### src/rtl/if_fetch_buffer_pkg.sv
// Shared fetch-stage constants: bus widths, reset words and default buffer sizing.
package if_fetch_buffer_pkg;

  localparam int          InstAddrBus      = 32;
  localparam int          InstBus          = 32;
  localparam logic [31:0] ZeroWord         = 32'h0000_0000;
  localparam logic [31:0] NopInst          = 32'h0000_0000;
  localparam int          IfFifoDepth      = 2;
  localparam int          IfMaxOutstanding = 2;

endpackage

### src/rtl/if_fetch_buffer_sync_fifo.sv
// Small synchronous FIFO with a registered head word. The head register keeps
// its last value when the FIFO drains or is cleared, so consumers see a stable
// word while the valid indication is low.
module if_sync_fifo #(
  parameter int               WIDTH      = 8,
  parameter int               DEPTH      = 2,
  parameter logic [WIDTH-1:0] RESET_HEAD = '0,
  parameter int               CNT_W      = $clog2(DEPTH + 1)
) (
  input  logic             clk,
  input  logic             rst,
  input  logic             clr,
  input  logic             push,
  input  logic [WIDTH-1:0] push_data,
  input  logic             pop,
  output logic [WIDTH-1:0] head,
  output logic [CNT_W-1:0] count
);

  localparam int PTR_W = $clog2(DEPTH);

  logic [WIDTH-1:0] mem [DEPTH];
  logic [PTR_W-1:0] rd_ptr;
  logic [PTR_W-1:0] wr_ptr;
  logic [PTR_W-1:0] rd_ptr_nxt;
  logic [CNT_W-1:0] count_q;
  logic [CNT_W-1:0] left;
  logic             do_pop;

  // A pop of an empty FIFO is ignored; DEPTH is a power of two so pointers wrap freely.
  assign do_pop     = pop & (count_q != '0);
  assign left       = count_q - CNT_W'(do_pop);
  assign rd_ptr_nxt = rd_ptr + PTR_W'(do_pop);
  assign count      = count_q;

  // Storage array: data only, no reset needed.
  always_ff @(posedge clk) begin
    if (push && !clr) mem[wr_ptr] <= push_data;
  end

  // Pointers, occupancy and head word; clear empties the FIFO but keeps the head word.
  always_ff @(posedge clk or posedge rst) begin
    if (rst) begin
      rd_ptr  <= '0;
      wr_ptr  <= '0;
      count_q <= '0;
      head    <= RESET_HEAD;
    end else if (clr) begin
      rd_ptr  <= '0;
      wr_ptr  <= '0;
      count_q <= '0;
    end else begin
      rd_ptr  <= rd_ptr_nxt;
      wr_ptr  <= wr_ptr + PTR_W'(push);
      count_q <= left + CNT_W'(push);
      if (left != '0) head <= mem[rd_ptr_nxt];
      else if (push)  head <= push_data;
    end
  end

  a_no_overflow: assert property (@(posedge clk) disable iff (rst)
    (push && !pop && !clr) |-> (count_q != CNT_W'(DEPTH)));

endmodule

### src/rtl/if_fetch_buffer.sv
// Instruction-fetch buffer: issues in-order fetches under a credit limit, pairs
// each response with its PC and queues the pairs for decode. A redirect drops
// buffered entries and marks every in-flight fetch for discard.
module if_fetch_buffer
  import if_fetch_buffer_pkg::*;
#(
  parameter int FIFO_DEPTH      = IfFifoDepth,
  parameter int MAX_OUTSTANDING = IfMaxOutstanding,
  parameter int ADDR_W          = InstAddrBus,
  parameter int DATA_W          = InstBus
) (
  input  logic              clk,
  input  logic              rst,
  input  logic [ADDR_W-1:0] pc_i,
  input  logic              ce_i,
  input  logic              flush_i,
  output logic              stall_req_o,
  output logic              inst_req_o,
  output logic [ADDR_W-1:0] inst_addr_o,
  input  logic              inst_gnt_i,
  input  logic              inst_rvalid_i,
  input  logic [DATA_W-1:0] inst_rdata_i,
  output logic              id_valid_o,
  output logic [ADDR_W-1:0] id_pc_o,
  output logic [DATA_W-1:0] id_inst_o,
  input  logic              id_ready_i
);

  localparam int OUT_W = $clog2(MAX_OUTSTANDING + 1);
  localparam int CNT_W = $clog2(FIFO_DEPTH + 1);
  localparam int ENT_W = ADDR_W + DATA_W;

  logic [OUT_W-1:0]  outstanding;
  logic [OUT_W-1:0]  discard;
  logic [OUT_W-1:0]  pcq_count;
  logic [CNT_W-1:0]  fifo_count;
  logic [ADDR_W-1:0] resp_pc;
  logic [ENT_W-1:0]  fifo_head;
  logic              credit_ok;
  logic              issue;
  logic              drop_resp;
  logic              fifo_push;
  logic              fifo_pop;

  // A request may only issue when its response is guaranteed a buffer slot,
  // so responses never need back-pressure.
  assign credit_ok = (32'(outstanding) + 32'(fifo_count) < 32'(FIFO_DEPTH)) &&
                     (32'(outstanding) < 32'(MAX_OUTSTANDING));

  assign inst_req_o  = ~rst & ce_i & ~flush_i & credit_ok;
  assign inst_addr_o = rst ? '0 : {pc_i[ADDR_W-1:2], 2'b00};
  assign issue       = inst_req_o & inst_gnt_i;
  // No stall on a redirect cycle: the PC register loads the target next cycle.
  assign stall_req_o = ~rst & ce_i & ~flush_i & ~issue;

  assign drop_resp = (discard != '0);
  assign fifo_push = inst_rvalid_i & ~drop_resp;
  assign fifo_pop  = id_valid_o & id_ready_i;

  assign id_valid_o           = (fifo_count != '0);
  assign {id_pc_o, id_inst_o} = fifo_head;

  // PCs of granted requests, popped by responses in request order.
  if_sync_fifo #(
    .WIDTH      (ADDR_W),
    .DEPTH      (MAX_OUTSTANDING),
    .RESET_HEAD (ADDR_W'(ZeroWord)),
    .CNT_W      (OUT_W)
  ) u_pc_queue (
    .clk       (clk),
    .rst       (rst),
    .clr       (1'b0),
    .push      (issue),
    .push_data (pc_i),
    .pop       (inst_rvalid_i),
    .head      (resp_pc),
    .count     (pcq_count)
  );

  // {pc, inst} pairs toward decode; a redirect clears it outright.
  if_sync_fifo #(
    .WIDTH      (ENT_W),
    .DEPTH      (FIFO_DEPTH),
    .RESET_HEAD ({ADDR_W'(ZeroWord), DATA_W'(NopInst)}),
    .CNT_W      (CNT_W)
  ) u_inst_fifo (
    .clk       (clk),
    .rst       (rst),
    .clr       (flush_i),
    .push      (fifo_push),
    .push_data ({resp_pc, inst_rdata_i}),
    .pop       (fifo_pop),
    .head      (fifo_head),
    .count     (fifo_count)
  );

  // In-flight and pending-discard counters; on redirect every fetch still in
  // flight after this cycle's response becomes a discard.
  always_ff @(posedge clk or posedge rst) begin
    if (rst) begin
      outstanding <= '0;
      discard     <= '0;
    end else begin
      outstanding <= outstanding + OUT_W'(issue) - OUT_W'(inst_rvalid_i);
      if (flush_i)                         discard <= outstanding - OUT_W'(inst_rvalid_i);
      else if (inst_rvalid_i && drop_resp) discard <= discard - OUT_W'(1);
    end
  end

  a_resp_expected: assert property (@(posedge clk) disable iff (rst)
    inst_rvalid_i |-> (outstanding != '0));

  a_pcq_tracks: assert property (@(posedge clk) disable iff (rst)
    pcq_count == outstanding);

endmodule

### config.mk
export PLATFORM = sky130hd
export DESIGN_NAME = if_fetch_buffer
export DESIGN_NICKNAME = d
export VERILOG_FILES = /design/src/rtl/if_fetch_buffer_pkg.sv /design/src/rtl/if_fetch_buffer_sync_fifo.sv /design/src/rtl/if_fetch_buffer.sv
export SDC_FILE = /design/constraint.sdc
export NUM_CORES = 1
export LEC_CHECK = 0
export BUFFER_PORTS_ARGS = -buffer_cell sky130_fd_sc_hd__buf_2
export CAP_MARGIN = 25
export CORE_MARGIN = 4
export CORE_UTILIZATION = 35
export CTS_BUF_LIST = sky130_fd_sc_hd__clkbuf_16
export CTS_CLUSTER_DIAMETER = 200
export DETAILED_ROUTE_END_ITERATION = 8
export SLEW_MARGIN = 20
export SYNTH_ARGS = -nofsm -noshare
export SYNTH_HDL_FRONTEND = slang
export SYNTH_SLANG_ARGS = --single-unit
### constraint.sdc
create_clock -name clk -period 7.75 [get_ports clk]
set_input_delay 0.775 -clock clk [delete_from_list [all_inputs] [get_ports clk]]
set_output_delay 0.775 -clock clk [all_outputs]
set_load 0.02 [all_outputs]
==> reports/results.ini <==
[synth]
synth-main-ff-cell=edfxtp_1
avgSynthCellArea_um2=15.3
yosys.area_share.adder_pct=1.19
synth_compound_area_share_pct=6.97
synth_top_family_by_area=multiplexers
synth_xor_area_share_pct=0.984
yosysUniqueCellTypes=38
synth_area_mm2=0.0122
async_flop_share_pct=36.0
synth_edf_count=192
synth-seq-area-share_pct=69.4
synth_cells=796
ys_warn_count=0
synthSimpleGateAreaFrac_pct=6.61
synth_mux_area_share_pct=12.1
ys_ff_latch=300

[layout]
nets=1045
n_antenna_cell=0
finalNonFillerCells=1443
layout-drive-gt1-share_pct=28.7
final_util_pct=42.2
syn_to_final_growth_pct=19.0

[drt]
antenna_left=0
drt-total-wl_mm=28.8
drt-vias-per-instance=4.93
vias=7110
drc=0
wire_per_inst_um=20.0
drt-initial-drc-count=291
firstDrtPassIters=4

[setup_path]
crit_fanout=34
path_cells=fa_1 -> nor4b_1 -> nand2_2 -> buf_4 -> inv_1 -> nor2_1 -> buf_2
crit_path_max_incr_delay_ns=0.59
critPathArrivalTime_ns=2.79
critPathKind=reg -> out
reg2regPathDepth=7
end_kind=output pin
crit_slowest_cell=fa_1
cp.required_ns=6.97
cp-start-kind=register
cp.depth=7
cp_num_buf_inv=3
cpLargestDelayFamily=buffers and inverters

[clock_network]
clock-sinks=300
cts_hold_buf=0
clockRootBuffer=clkbuf_16
htreeDepth=2
cts_resized=0
cts_tree=done
clockBufferDepth=3
post_cts_buffers=0
cts_buffers=34
clkSlewWorstSetupHoldPaths_ns=0.06
clk_latency_ns=0.51

[die]
core_mm2=0.0345
ios=170
die_area_mm2=0.0379
dieHeight_um=195
fp-row-count=68
floorplan.initialDensity_pct=35.4
die_w_um=195

[sta]
fin_crit_ns=3.56
setup_tns_ns=0
worst_slew_pin_slew_ns=1.04
slew_viol_final=0
finalSetupViolCount=0
worst_hold_slack_ns=0.479
skew_ns=0.0124
final_hold_viol_count=0
fmax_mhz=281
period_share_pct=45.9
rsz0062_at_grt=false
slew_headroom_pct=30.5

[global_routing]
grt_overflow=0
grt_pass1_wl_mm=44.8
grt_max_degree=59
gr-usage-all-layers_pct=14.9
antenna_found_initial=0
grt_pass1_vias=7521

[placement]
dp_cells=1382
io_buffers=167
finalWeightedCongestion=0.719
dp_hpwl_mm=16.5

[power_and_ir_drop]
p_int_mw=3.82
leakagePower_nw=6.37
clkPwrFrac_pct=23.4
power_mw=6.16
combPwrFrac_pct=38.3
power.share.sequential_pct=38.3
p_per_area_mw_per_mm2=424
switchingPower_mw=2.34
vdd_drop_max_mv=0.249
switching_share_pct=38.0

[run]
drv_cap=0

[min_path]
hold_depth=1
hold_path_class=in -> reg

[status]
status=complete, no violations

flip-flops by register name, summed over array words and instances (netlist names):
signal              flops
u_inst_fifo.count       2
u_inst_fifo.rd_ptr      1
u_pc_queue.mem         64
u_pc_queue.wr_ptr       1
u_pc_queue.rd_ptr       1
u_pc_queue.count        2
u_inst_fifo.head       64
u_pc_queue.head        32
u_inst_fifo.wr_ptr      1
u_inst_fifo.mem       128
discard                 2
outstanding             2
metal layers:
metal | share of wire, % | up-vias | global-route usage [%]
li1 | - | 3302 | -
met4 | 1.7 | 0 | 3.62
met2 | 51 | 174 | 26.9
met1 | 42 | 3606 | 18.7
met5 | 0 | - | 0
met3 | 4.7 | 28 | 2.83
power groups by stage:
stage	logic [mW]	clock network [mW]	registers [mW]
2_1_floorplan	1.58	0	2.53
3_3_place_gp	2.36	0	2.38
3_5_place_dp	2.42	0	2.39
4_1_cts	2.42	1.49	2.36
5_1_grt	2.58	1.55	2.40
6_report	2.36	1.44	2.36
stage by stage:
step | instance area (µm²) | setup slack [ns]
global placement | 13500 | 4.05
finish | 14500 | 4.19
global route | 14500 | 4.02
floorplan | 12200 | 1.81
CTS | 14500 | 4.11
detailed placement | 13500 | 3.94
worst register-to-register path, stage by stage (launching register included):
cell      delay [ns]
dfrtp_1         0.44
o21a_1          0.29
ha_1            0.24
xnor2_2         0.31
and2_2          0.20
buf_4           0.59
or2_4           0.94
o211ai_1        0.21
placed cells by master, fill, tap and decap left out, drive strengths merged, types with 10 or more instances in the layout:
cell type / n
edfxtp: 192
buf: 180
mux2i: 147
dfrtp: 108
nand2: 75
nand3: 46
o211ai: 45
clkbuf: 35
nor2b: 31
inv: 28
a31oi: 14
o22ai: 13
clkinv: 11
ha: 10
cell type report:
| type | count | area (µm²) |
|---|---|---|
| repair buffers | 180 | 953 |
| flip-flops and latches | 300 | 8470 |
| multi-input cells | 433 | 3470 |
| clock buffers | 35 | 876 |
| fillers | 3166 | 19900 |
| clock inverters | 26 | 136 |
| inverters | 14 | 55.1 |
| well taps | 455 | 569 |
cell families after synthesis:
group,count (synthesis)
adders and majority gates,11
DFF,300
AOI/OAI and AO/OA,90
and+or+nand+nor,171
buffers and inverters,64
muxes,147
other,1
xor gates and xnor gates,12
cell usage after synthesis (3+ instances only):
| cell | n | area (µm²) |
|---|---|---|
| xor2_1 | 3 | 26.3 |
| o22ai_1 | 13 | 81.3 |
| inv_1 | 14 | 52.6 |
| a31oi_1 | 14 | 87.6 |
| nor2_1 | 9 | 33.8 |
| mux2i_1 | 147 | 1470 |
| buf_6 | 7 | 78.8 |
| nor2b_1 | 31 | 194 |
| a32oi_1 | 6 | 52.6 |
| o211ai_2 | 44 | 551 |
| ha_1 | 10 | 125 |
| nand3_1 | 46 | 230 |
| nand2_1 | 75 | 282 |
| clkbuf_1 | 20 | 75.1 |
| buf_2 | 12 | 60.1 |
| o21ai_1 | 6 | 30.0 |
| dfrtp_1 | 108 | 2700 |
| xnor2_1 | 7 | 61.3 |
| edfxtp_1 | 192 | 5770 |
| buf_4 | 9 | 67.6 |
path summary, 6_finish.rpt:
check	from	end	slack, ns
min reg2reg	u_inst_fifo.head[0]	u_inst_fifo.head[0]	0.48
min	inst_rdata_i[29]	u_inst_fifo.mem[0][29]	0.48
max reg2reg	u_inst_fifo.count[1]	u_inst_fifo.head[8]	4.37
max in group asynchronous	rst	u_inst_fifo.head[11]	5.70
max	outstanding[1]	stall_req_o	4.19
min in group asynchronous	rst	u_inst_fifo.head[63]	0.76
Note: power is estimated with default switching activity, not from simulation.
